===== config.mk =====
export PLATFORM = sky130hd
export DESIGN_NAME = pong_game_ctrl
export DESIGN_NICKNAME = d
export VERILOG_FILES = /design/src/rtl/pong_pkg.sv /design/src/rtl/pong_paddle_hit.sv /design/src/rtl/pong_game_ctrl.sv
export SDC_FILE = /design/constraint.sdc
export NUM_CORES = 1
export LEC_CHECK = 0
export ABC_CLOCK_PERIOD_IN_PS = 10800
export CAP_MARGIN = 10
export CORE_MARGIN = 4
export CORE_UTILIZATION = 30
export CTS_BUF_LIST = sky130_fd_sc_hd__clkbuf_8
export DETAILED_ROUTE_END_ITERATION = 7
export SLEW_MARGIN = 40
export SYNTH_ARGS = -nofsm -noshare
export SYNTH_HDL_FRONTEND = slang
export SYNTH_SLANG_ARGS = --single-unit

===== constraint.sdc =====
create_clock -name clk -period 10.8 [get_ports clk]
set_input_delay 2.16 -clock clk [delete_from_list [all_inputs] [get_ports clk]]
set_output_delay 2.16 -clock clk [all_outputs]
set_load 0.005 [all_outputs]

===== src/rtl/pong_pkg.sv =====
// pong_pkg: game state encodings, screen/ball geometry defaults and a
// saturating score helper shared by the game sequencer and the LED logic.
package pong_pkg;

    // Encodings are visible on the state port and reused by the LED logic
    typedef enum logic [1:0] {
        QI      = 2'b00,
        QGAME_1 = 2'b01,
        QGAME_2 = 2'b10,
        QDONE   = 2'b11
    } game_state_t;

    localparam int DEF_SCREEN_W    = 640;
    localparam int DEF_SCREEN_H    = 480;
    localparam int DEF_BALL_SIZE   = 8;
    localparam int DEF_PADDLE_W    = 10;
    localparam int DEF_PADDLE_H    = 50;
    localparam int DEF_P1_X        = 20;
    localparam int DEF_P2_X        = 610;
    localparam int DEF_WIN_SCORE   = 10;
    localparam int DEF_SERVE_DELAY = 60;
    localparam int DEF_SPEED_INIT  = 2;
    localparam int DEF_SPEED_MAX   = 6;

    // Score + 1, held at the winning score once reached
    function automatic logic [3:0] sat_inc(input logic [3:0] s, input logic [3:0] lim);
        return (s >= lim) ? lim : s + 4'd1;
    endfunction

endpackage


===== src/rtl/pong_paddle_hit.sv =====
// pong_paddle_hit: combinational overlap test between the ball's next
// position and one paddle. The left paddle counts touching its right face
// as a hit; the right paddle (RIGHT_SIDE=1) counts touching its left face.
module pong_paddle_hit
    import pong_pkg::*;
#(
    parameter int BALL_SIZE  = DEF_BALL_SIZE,
    parameter int PADDLE_W   = DEF_PADDLE_W,
    parameter int PADDLE_H   = DEF_PADDLE_H,
    parameter bit RIGHT_SIDE = 1'b0
) (
    input  logic signed [11:0] nx,
    input  logic signed [11:0] ny,
    input  logic        [9:0]  paddle_x,
    input  logic        [9:0]  paddle_y,
    output logic               hit
);

    localparam logic signed [11:0] BS = 12'(BALL_SIZE);
    localparam logic signed [11:0] PW = 12'(PADDLE_W);
    localparam logic signed [11:0] PH = 12'(PADDLE_H);

    logic signed [11:0] px, py;
    logic               x_ovl, y_ovl;

    assign px = $signed({2'b00, paddle_x});
    assign py = $signed({2'b00, paddle_y});

    generate
        if (RIGHT_SIDE) begin : g_right
            assign x_ovl = (nx + BS >= px) && (nx < px + PW);
        end else begin : g_left
            assign x_ovl = (nx <= px + PW) && (nx + BS > px);
        end
    endgenerate

    assign y_ovl = (ny + BS > py) && (ny < py + PH);
    assign hit   = x_ovl && y_ovl;

endmodule


===== src/rtl/pong_game_ctrl.sv =====
// pong_game_ctrl: pong game sequencer. Owns the game FSM, ball motion,
// paddle/wall collision and scoring; everything advances on frame_tick.
// Optional feature macro: PONG_SPEEDUP_EN (paddle hits speed the ball up
// to SPEED_MAX; without it the speed is fixed at SPEED_INIT).
module pong_game_ctrl
    import pong_pkg::*;
#(
    parameter int SCREEN_W    = DEF_SCREEN_W,
    parameter int SCREEN_H    = DEF_SCREEN_H,
    parameter int BALL_SIZE   = DEF_BALL_SIZE,
    parameter int PADDLE_W    = DEF_PADDLE_W,
    parameter int PADDLE_H    = DEF_PADDLE_H,
    parameter int P1_X        = DEF_P1_X,
    parameter int P2_X        = DEF_P2_X,
    parameter int WIN_SCORE   = DEF_WIN_SCORE,
    parameter int SERVE_DELAY = DEF_SERVE_DELAY,
    parameter int SPEED_INIT  = DEF_SPEED_INIT
`ifdef PONG_SPEEDUP_EN
   ,parameter int SPEED_MAX   = DEF_SPEED_MAX
`endif
) (
    input  logic       clk,
    input  logic       reset,
    input  logic       start,
    input  logic       frame_tick,
    input  logic [9:0] p1_pos,
    input  logic [9:0] p2_pos,
    output logic [9:0] ball_x,
    output logic [9:0] ball_y,
    output logic [3:0] p1_score,
    output logic [3:0] p2_score,
    output logic [1:0] state,
    output logic       scored
);

    localparam int CW = (SERVE_DELAY > 1) ? $clog2(SERVE_DELAY) : 1;

    localparam logic [9:0]         X_CTR  = 10'((SCREEN_W - BALL_SIZE) / 2);
    localparam logic [9:0]         Y_CTR  = 10'((SCREEN_H - BALL_SIZE) / 2);
    localparam logic signed [11:0] X_MAX  = 12'(SCREEN_W - BALL_SIZE);
    localparam logic signed [11:0] Y_MAX  = 12'(SCREEN_H - BALL_SIZE);
    localparam logic [9:0]         P1_XV  = 10'(P1_X);
    localparam logic [9:0]         P2_XV  = 10'(P2_X);
    localparam logic [9:0]         P1_RET = 10'(P1_X + PADDLE_W);
    localparam logic [9:0]         P2_RET = 10'(P2_X - BALL_SIZE);
    localparam logic [3:0]         WIN    = 4'(WIN_SCORE);

    game_state_t        st;
    logic               dx_neg, dy_neg;             // 1 = moving left / up
    logic               serve_dx_neg, serve_dy_neg; // direction for the next serve
    logic [CW-1:0]      serve_cnt;
    logic [3:0]         speed;

    logic signed [11:0] cur_x, cur_y, spd, nx, ny;
    logic               p1_hit_raw, p2_hit_raw, p1_hit, p2_hit;
    logic               miss_l, miss_r, point_wins, serve_go;
    logic [3:0]         p1_inc, p2_inc;
    logic [9:0]         x_next, y_next;
    logic               dx_next, dy_next;

    assign state = st;

    // Next position in 12-bit signed so a step past either edge is visible
    assign cur_x = $signed({2'b00, ball_x});
    assign cur_y = $signed({2'b00, ball_y});
    assign spd   = $signed({8'd0, speed});
    assign nx    = dx_neg ? cur_x - spd : cur_x + spd;
    assign ny    = dy_neg ? cur_y - spd : cur_y + spd;

    pong_paddle_hit #(
        .BALL_SIZE(BALL_SIZE), .PADDLE_W(PADDLE_W), .PADDLE_H(PADDLE_H), .RIGHT_SIDE(1'b0)
    ) u_hit_p1 (
        .nx(nx), .ny(ny), .paddle_x(P1_XV), .paddle_y(p1_pos), .hit(p1_hit_raw)
    );

    pong_paddle_hit #(
        .BALL_SIZE(BALL_SIZE), .PADDLE_W(PADDLE_W), .PADDLE_H(PADDLE_H), .RIGHT_SIDE(1'b1)
    ) u_hit_p2 (
        .nx(nx), .ny(ny), .paddle_x(P2_XV), .paddle_y(p2_pos), .hit(p2_hit_raw)
    );

    // A paddle only counts when the ball is travelling towards it
    assign p1_hit = dx_neg && p1_hit_raw;
    assign p2_hit = !dx_neg && p2_hit_raw;

    // Misses rank below paddle hits
    assign miss_l = !p1_hit && !p2_hit && (nx < 12'sd0);
    assign miss_r = !p1_hit && !p2_hit && (nx > X_MAX);

    assign p1_inc     = sat_inc(p1_score, WIN);
    assign p2_inc     = sat_inc(p2_score, WIN);
    assign point_wins = miss_r ? (p1_inc == WIN) : (p2_inc == WIN);
    assign serve_go   = (serve_cnt == CW'(SERVE_DELAY - 1));

    // X resolution: paddle return clamps to the paddle face and flips dx
    always_comb begin
        x_next  = nx[9:0];
        dx_next = dx_neg;
        if (p1_hit) begin
            x_next  = P1_RET;
            dx_next = 1'b0;
        end else if (p2_hit) begin
            x_next  = P2_RET;
            dx_next = 1'b1;
        end
    end

    // Y resolution: clamp to the wall and reflect, independent of X
    always_comb begin
        y_next  = ny[9:0];
        dy_next = dy_neg;
        if (ny <= 12'sd0) begin
            y_next  = '0;
            dy_next = 1'b0;
        end else if (ny >= Y_MAX) begin
            y_next  = Y_MAX[9:0];
            dy_next = 1'b1;
        end
    end

    // Game FSM, ball motion and scoring; all moves happen on frame_tick
    always_ff @(posedge clk or posedge reset) begin
        if (reset) begin
            st           <= QI;
            ball_x       <= X_CTR;
            ball_y       <= Y_CTR;
            dx_neg       <= 1'b0;
            dy_neg       <= 1'b0;
            serve_dx_neg <= 1'b0;
            serve_dy_neg <= 1'b0;
            serve_cnt    <= '0;
            p1_score     <= '0;
            p2_score     <= '0;
            scored       <= 1'b0;
        end else begin
            scored <= 1'b0;
            if (frame_tick) begin
                case (st)
                    QI: if (start) begin
                        st           <= QGAME_1;
                        p1_score     <= '0;
                        p2_score     <= '0;
                        ball_x       <= X_CTR;
                        ball_y       <= Y_CTR;
                        serve_cnt    <= '0;
                        serve_dx_neg <= 1'b0;
                        serve_dy_neg <= 1'b0;
                    end
                    QGAME_1: if (!start) begin
                        st <= QI;
                    end else if (serve_go) begin
                        // Launch; the vertical direction alternates serve to serve
                        st           <= QGAME_2;
                        dx_neg       <= serve_dx_neg;
                        dy_neg       <= serve_dy_neg;
                        serve_dy_neg <= ~serve_dy_neg;
                    end else begin
                        serve_cnt <= serve_cnt + 1'b1;
                    end
                    QGAME_2: if (!start) begin
                        st <= QI;
                    end else if (miss_l || miss_r) begin
                        scored <= 1'b1;
                        // Next serve heads towards the player who just scored
                        if (miss_r) begin
                            p1_score     <= p1_inc;
                            serve_dx_neg <= 1'b1;
                        end else begin
                            p2_score     <= p2_inc;
                            serve_dx_neg <= 1'b0;
                        end
                        if (point_wins) begin
                            st <= QDONE;
                        end else begin
                            st        <= QGAME_1;
                            serve_cnt <= '0;
                            ball_x    <= X_CTR;
                            ball_y    <= Y_CTR;
                        end
                    end else begin
                        ball_x <= x_next;
                        dx_neg <= dx_next;
                        ball_y <= y_next;
                        dy_neg <= dy_next;
                    end
                    QDONE: if (!start) st <= QI;
                    default: st <= QI;
                endcase
            end
        end
    end

`ifdef PONG_SPEEDUP_EN
    // Speed: back to the initial value on each serve, +1 per paddle return up to the cap
    always_ff @(posedge clk or posedge reset) begin
        if (reset) begin
            speed <= 4'(SPEED_INIT);
        end else if (frame_tick && start) begin
            if (st == QGAME_1 && serve_go)
                speed <= 4'(SPEED_INIT);
            else if (st == QGAME_2 && (p1_hit || p2_hit) && speed < 4'(SPEED_MAX))
                speed <= speed + 4'd1;
        end
    end
`else
    assign speed = 4'(SPEED_INIT);
`endif

endmodule


Word-level counts from Yosys, hierarchy flattened. Index checks and enable logic that the tools add are counted.

$add $sub $neg: 11. Magnitude comparators: 14. Bitwise logic cells: 1. Equality and inequality tests: 22. Mux-type cells: 69. Reductions and logical operators: 29.

Operators by type and width (number): 10-bit 2-to-1 mux (12); 10-bit one-hot mux with 2 select lines (2); 4-bit 2-to-1 mux (9); 6-bit 2-to-1 mux (6); 12-bit by 5-bit adder with 12-bit output, second input constant (2); 12-bit by 11-bit > comparator with 1-bit output (2); 12-bit < comparator (2); 12-bit 2-to-1 mux (2); 1-bit 2-to-1 mux (23); 10-bit by 2-bit adder with 11-bit output, second input constant (2); 10-bit by 6-bit adder with 11-bit output, second input constant (2); 2-bit inequality test, second input constant (11); 10-bit by 2-bit subtractor with 11-bit output, second input constant (2); 5-bit AND reduction (4); 6-bit one-hot mux with 3 select lines (1); 4-bit one-hot mux with 2 select lines (2); 3-bit inequality test, second input constant (5); 2-bit 2-to-1 mux (7); 7-bit AND reduction (2); 12-bit by 10-bit >= comparator with 1-bit output, second input constant (1); 12-bit by 11-bit >= comparator with 1-bit output, second input constant (1); 12-bit by 11-bit > comparator with 1-bit output, second input constant (1); 12-bit by 6-bit > comparator with 1-bit output, second input constant (1); 12-bit by 1-bit less-or-equal comparator with 1-bit output, second input constant (1); 21 further kinds (43).

Output and inout bits: 31. Input bits: 24. Word-level logic and storage cells: 157. Bits in registers: 41.

Longest topological paths before layout.
Depth after elaboration: 15. Mapped depth: 20. Gate-level depth less buffers: 19.

Modules after synthesis. From an unflattened synthesis, not the netlist that was laid out.

Cells, all modules: 727. Area total of the unflattened synthesis: 5841.9 µm².

Modules (own cells, without submodules): pong_game_ctrl (seq. area each 988.4 µm², area an instance 2926.6 µm², cells each 342, instances 1); pong_paddle_hit at u_hit_p1 (seq. area each 0.0 µm², area an instance 1476.4 µm², cells each 196, instances 1); pong_paddle_hit at u_hit_p2 (seq. area each 0.0 µm², area an instance 1438.9 µm², cells each 189, instances 1).

Least setup slack after synthesis. No wires, ideal clock.

Kind: input to register. From: input port p2_pos[1]. To: register dx_neg. Data arrival time: 4.818 ns. Path buffers: 1. Data required time: 10.713 ns. Path slack: 5.895 ns. Cell stages on the path: 14. Setup time: 0.087 ns. Path through: ha_1 a21oi_1 xnor2_1 ha_1 a21o_1 a211oi_1 o211ai_1 a311o_1 o21ai_0 nand2_1 or4_1 buf_2 and3_4 a211oi_2.

Word-level cells in the longest chain between the ends: 11. Elaborated cells between the ends (all ways): 14. Classes of those cells: add/sub: 1; order compare: 2; eq/ne: 2; reduce/logical: 9.

RTL lines: start, declared (line pong_game_ctrl.sv:27) `input logic [9:0] p2_pos,`; 10-bit by 6-bit adder with 11-bit output (line pong_paddle_hit.sv:37) `assign y_ovl = (ny + BS > py) && (ny < py + PH);`; 12-bit < comparator (line pong_paddle_hit.sv:37); 1-bit logical AND * (line pong_paddle_hit.sv:37); 1-bit logical AND * (line pong_paddle_hit.sv:38) `assign hit = x_ovl && y_ovl;`; 1-bit logical AND * (line pong_game_ctrl.sv:84) `assign p2_hit = !dx_neg && p2_hit_raw;`; 1-bit zero test (line pong_game_ctrl.sv:87, pong_game_ctrl.sv:88); 1-bit logical AND (line pong_game_ctrl.sv:87, pong_game_ctrl.sv:88); 1-bit logical AND, on equally long branches (line pong_game_ctrl.sv:87, pong_game_ctrl.sv:88); 1-bit logical OR (line pong_game_ctrl.sv:162) `end else if (miss_l || miss_r) begin`; 2-bit inequality test (no line); 7-bit AND reduction (no line) *; end signal, assigned (line pong_game_ctrl.sv:154) `dx_neg <= serve_dx_neg;`; end signal, assigned (line pong_game_ctrl.sv:182) `dx_neg <= dx_next;`; end, declared (line pong_game_ctrl.sv:49) `logic dx_neg, dy_neg;`.

Mark *: on every way between the ends. The rest lies on a longest branch, timed or not. A chain may end at the register's enable or synchronous reset.

Worst setup path in the final report.
From: input port p1_pos[1]. To: register ball_y[8].

Word-level cells in the longest chain between the ends: 12. Elaborated cells between the ends (all ways): 17. Classes of those cells: add/sub: 1; order compare: 2; eq/ne: 1; mux: 4; reduce/logical: 9.

RTL lines: start, declared (line pong_game_ctrl.sv:26) `input logic [9:0] p1_pos,`; 10-bit by 6-bit adder with 11-bit output (line pong_paddle_hit.sv:37); 12-bit < comparator (line pong_paddle_hit.sv:37); 1-bit logical AND * (line pong_paddle_hit.sv:37); 1-bit logical AND * (line pong_paddle_hit.sv:38); 1-bit logical AND * (line pong_game_ctrl.sv:83) `assign p1_hit = dx_neg && p1_hit_raw;`; 1-bit zero test * (line pong_game_ctrl.sv:87, pong_game_ctrl.sv:88); 1-bit logical AND * (line pong_game_ctrl.sv:87, pong_game_ctrl.sv:88); 1-bit logical AND, on equally long branches (line pong_game_ctrl.sv:87, pong_game_ctrl.sv:88); 1-bit logical OR (line pong_game_ctrl.sv:162); 10-bit 2-to-1 mux (line pong_game_ctrl.sv:162); 10-bit 2-to-1 mux (line pong_game_ctrl.sv:160) `QGAME_2: if (!start) begin`; 10-bit one-hot mux with 2 select lines (line pong_game_ctrl.sv:138) `case (st)`; end signal, assigned (line pong_game_ctrl.sv:183) `ball_y <= y_next;`; end, declared (line pong_game_ctrl.sv:29) `output logic [9:0] ball_y,`.

Mark *: on every way between the ends. The rest lies on a longest branch, timed or not. The select of a mux whose other input is x is not followed.

==> flow_summary_export.csv <==
group,metric,value,unit
clock_network,post_cts_resized,0,
drt,drt_iter0_drc,271,
clock_network,path_clk_slew,0.08,ns
synthesis,ys_seq_area_frac,0.222,
cells_and_area,area_growth,17.8,%
floorplan,start_util,0.306,
floorplan,design.core.area,14500,um^2
clock_network,h-tree-depth,2,
worst_setup_path,crit_type,"input pin to register",
power,vdd_drop_max,0.0000523,V
clock_network,worstSkewPairLatency,0.29,ns
cells_and_area,layout.nets,663,
synthesis,synth_area,4450,um^2
drt,postRouteWirelength,12.7,mm
drt,dr.pass1.iters,6,
timing,rsz0062_at_grt,"no",
worst_setup_path,startpoint,"p1_pos[1]",
timing,fin_crit,5.90,ns
power,p_leak,2.20,nW
floorplan,dieArea,16800,um^2
floorplan,num_io_pins,55,
global_route,grt_max_degree,40,
worst_setup_path,cp_data_arrival_time,6.08,ns
worst_setup_path,rrSetupSlack,5.11,ns
cells_and_area,fill_cells,1513,
timing,fin_skew,0.00867,ns
timing,final-setup-viol-count,0,
drt,viasPerCell,5.57,
floorplan,rows,44,
synthesis,synthFlopType,"dfrtp_1",
status,status,"complete, no violations",
floorplan,die_w,130,um
place,io_buffers,52,
global_route,track_usage,0.150,
synthesis,synthDistinctLibCells,77,
clock_network,cts_tree,"built",
clock_network,cts_buffers,5,
worst_setup_path,cp-endpoint,"ball_y[8]$_DFFE_PP0P_",
cells_and_area,fin_area,5240,um^2
clock_network,cts_sinks,39,
cells_and_area,antenna_cells,0,
cells_and_area,multi_input_area,3220,um^2
floorplan,fp.dieH,130,um
worst_setup_path,critPathMaxFanout,18,
synthesis,synth_commonest_cells,"ha_1 (51), nand2_1 (45), inv_1 (38)",
synthesis,synthArstFlopShare,1.00,
hold_path,worstHoldPathType,"register to register",
worst_setup_path,worst_setup_path_start_kind,"input pin",
timing,fmax,170,MHz
timing,tns,0,ns
synthesis,synth-edff-count,0,
synthesis,synth_top_area_share,0.163,
synthesis,synth_seq_cells,39,
flow_run,max_cap_violations,0,
synthesis,synthCells,543,
synthesis,syn_avg_cell_area,8.19,um^2
place,dp_hpwl,9.95,mm
hold_path,min_path_cells,2,
global_route,grt_pass1_wl,21.0,mm
cells_and_area,seq_area,988,um^2
synthesis,yosys_warnings,0,
timing,slew_headroom,0.457,
synthesis,synth_area_leaders,"dfrtp_1 (16%), ha_1 (14%), dfstp_2 (5.9%)",
cells_and_area,drive_above_1_share,0.0866,
clock_network,cts_buffer_depth,2,
place,placedInstanceArea,5140,um^2
clock_network,clockRootBuffer,"clkbuf_8",
timing,worstMarginPinSlew,0.815,ns
synthesis,synth_most_common_cell,"ha_1",
global_route,first_global_vias,4272,
timing,drv_slew,0,
drt,drc_errors,0,
clock_network,post-cts-setup-buffer-count,0,
global_route,gr-total-overflow,0,
drt,antenna_left,0,
drt,vias,4307,
global_route,antenna_found_initial,0,
worst_setup_path,cp.required,10.98,ns
drt,post_drt_wl_per_cell,16.4,um
timing,min_period_over_period,0.546,
synthesis,synth_top_area_cell,"dfrtp_1",
place,routabilityCongestion,0.919,
worst_setup_path,r2r-end,"ball_y[8]$_DFFE_PP0P_",
timing,hold_violations,0,
worst_setup_path,rr_worst_depth,17,
worst_setup_path,end_kind,"register",
clock_network,ctsHoldBuffers,0,
power,p_per_area,67.4,nW/um^2
worst_setup_path,rr_startpoint,"ball_y[1]$_DFFE_PP0P_",
-- worst max-delay path: stages --
cell,delay [ns]
clkdlybuf4s50_1,0.47
ha_1,0.25
a21oi_1,0.24
nand2_1,0.12
nand2_1,0.10
xnor2_1,0.13
ha_1,0.27
and3_1,0.21
a21oi_1,0.14
a21oi_1,0.07
o22a_1,0.19
a221oi_2,0.24
o211ai_2,0.32
a21oi_2,0.75
mux2_2,0.41
-- routing by layer --
metal,wire length [um],vias to the layer above,GRT usage
li1,-,2099,-
met1,5900,2066,0.206
met2,5990,125,0.254
met3,622,17,0.0192
met4,196,0,0.0330
met5,0,-,0
-- placed cells by master (no fill, tap or decap), drive strengths merged, types with 5 or more instances in the layout --
cell	netlist	routed
nor2	36	36
dfstp	10	10
mux2i	5	5
nand3	27	27
nor4	8	8
a211oi	8	8
inv	40	41
dfrtp	29	29
xor2	12	12
o31ai	5	5
o2bb2ai	7	7
and3	7	7
ha	51	51
nand2	45	45
clkbuf	7	6
or2	6	6
a21o	5	5
mux2	5	5
nand2b	7	7
xnor2	27	27
a31oi	9	9
nor3	18	18
a21oi	38	38
o21bai	5	5
o21a	5	5
or4	5	5
clkdlybuf4s50	0	52
nand4	12	12
and2	5	5
o21ai	22	22
-- how the worst min path moves through the flow --
stage                     slack [ns]                startpoint                  endpoint
final                           0.51  serve_dx_neg$_DFFE_PP0P_  serve_dx_neg$_DFFE_PP0P_
after global placement          0.48  serve_dx_neg$_DFFE_PP0P_  serve_dx_neg$_DFFE_PP0P_
after CTS                       0.51  serve_dx_neg$_DFFE_PP0P_  serve_dx_neg$_DFFE_PP0P_
after floorplan                 0.46  serve_dx_neg$_DFFE_PP0P_  serve_dx_neg$_DFFE_PP0P_
after detailed placement        0.49  serve_dx_neg$_DFFE_PP0P_  serve_dx_neg$_DFFE_PP0P_
after global routing            0.56  serve_cnt[1]$_DFFE_PP0P_  serve_cnt[1]$_DFFE_PP0P_
-- area by class of cell --
cell class	count	area share
tap	184	0.0440
timing repair buffer	56	0.105
sequential	39	0.189
clock buffer	6	0.0158
multi-input combinational	446	0.615
inverter	40	0.0287
clock inverter	2	0.00239
-- logic make-up after synthesis --
family          count (synthesis)  share of synthesized area
compound gates                144                      0.231
buf+inv                        59                     0.0574
fa+ha+maj                      51                      0.143
simple gates                  200                      0.242
xor+xnor                       39                     0.0785
flops                          39                      0.222
mux                            10                     0.0239
other cells                     1                   0.000843
-- per-stage QoR --
stage,setup WS [ns],std cells,hold slack (ns),utilization,power [mW]
after global placement,4.77,765,0.484,0.353,0.247
after global routing,4.59,773,0.559,0.360,0.373
after floorplan,5.89,544,0.463,-,0.223
after detailed placement,4.65,765,0.493,0.354,0.251
final,4.90,773,0.512,0.360,0.353
after CTS,4.93,773,0.515,0.360,0.356
-- power by group --
| group | internal, mW | leakage (nW) | total [mW] | switching (mW) |
|---|---|---|---|---|
| sequential | 0.153 | 0.497 | 0.163 | 0.00969 |
| combinational | 0.0412 | 1.65 | 0.0852 | 0.0440 |
| clock | 0.0514 | 0.0526 | 0.105 | 0.0533 |
| total | 0.246 | 2.20 | 0.353 | 0.107 |
-- state kept, by name, indices dropped and copies added (netlist names) --
name          flops
ball_x            9
ball_y            9
serve_cnt         6
p1_score          4
p2_score          4
state             2
dx_neg            1
dy_neg            1
scored            1
serve_dx_neg      1
serve_dy_neg      1
Power figures use the tool's default switching activity.
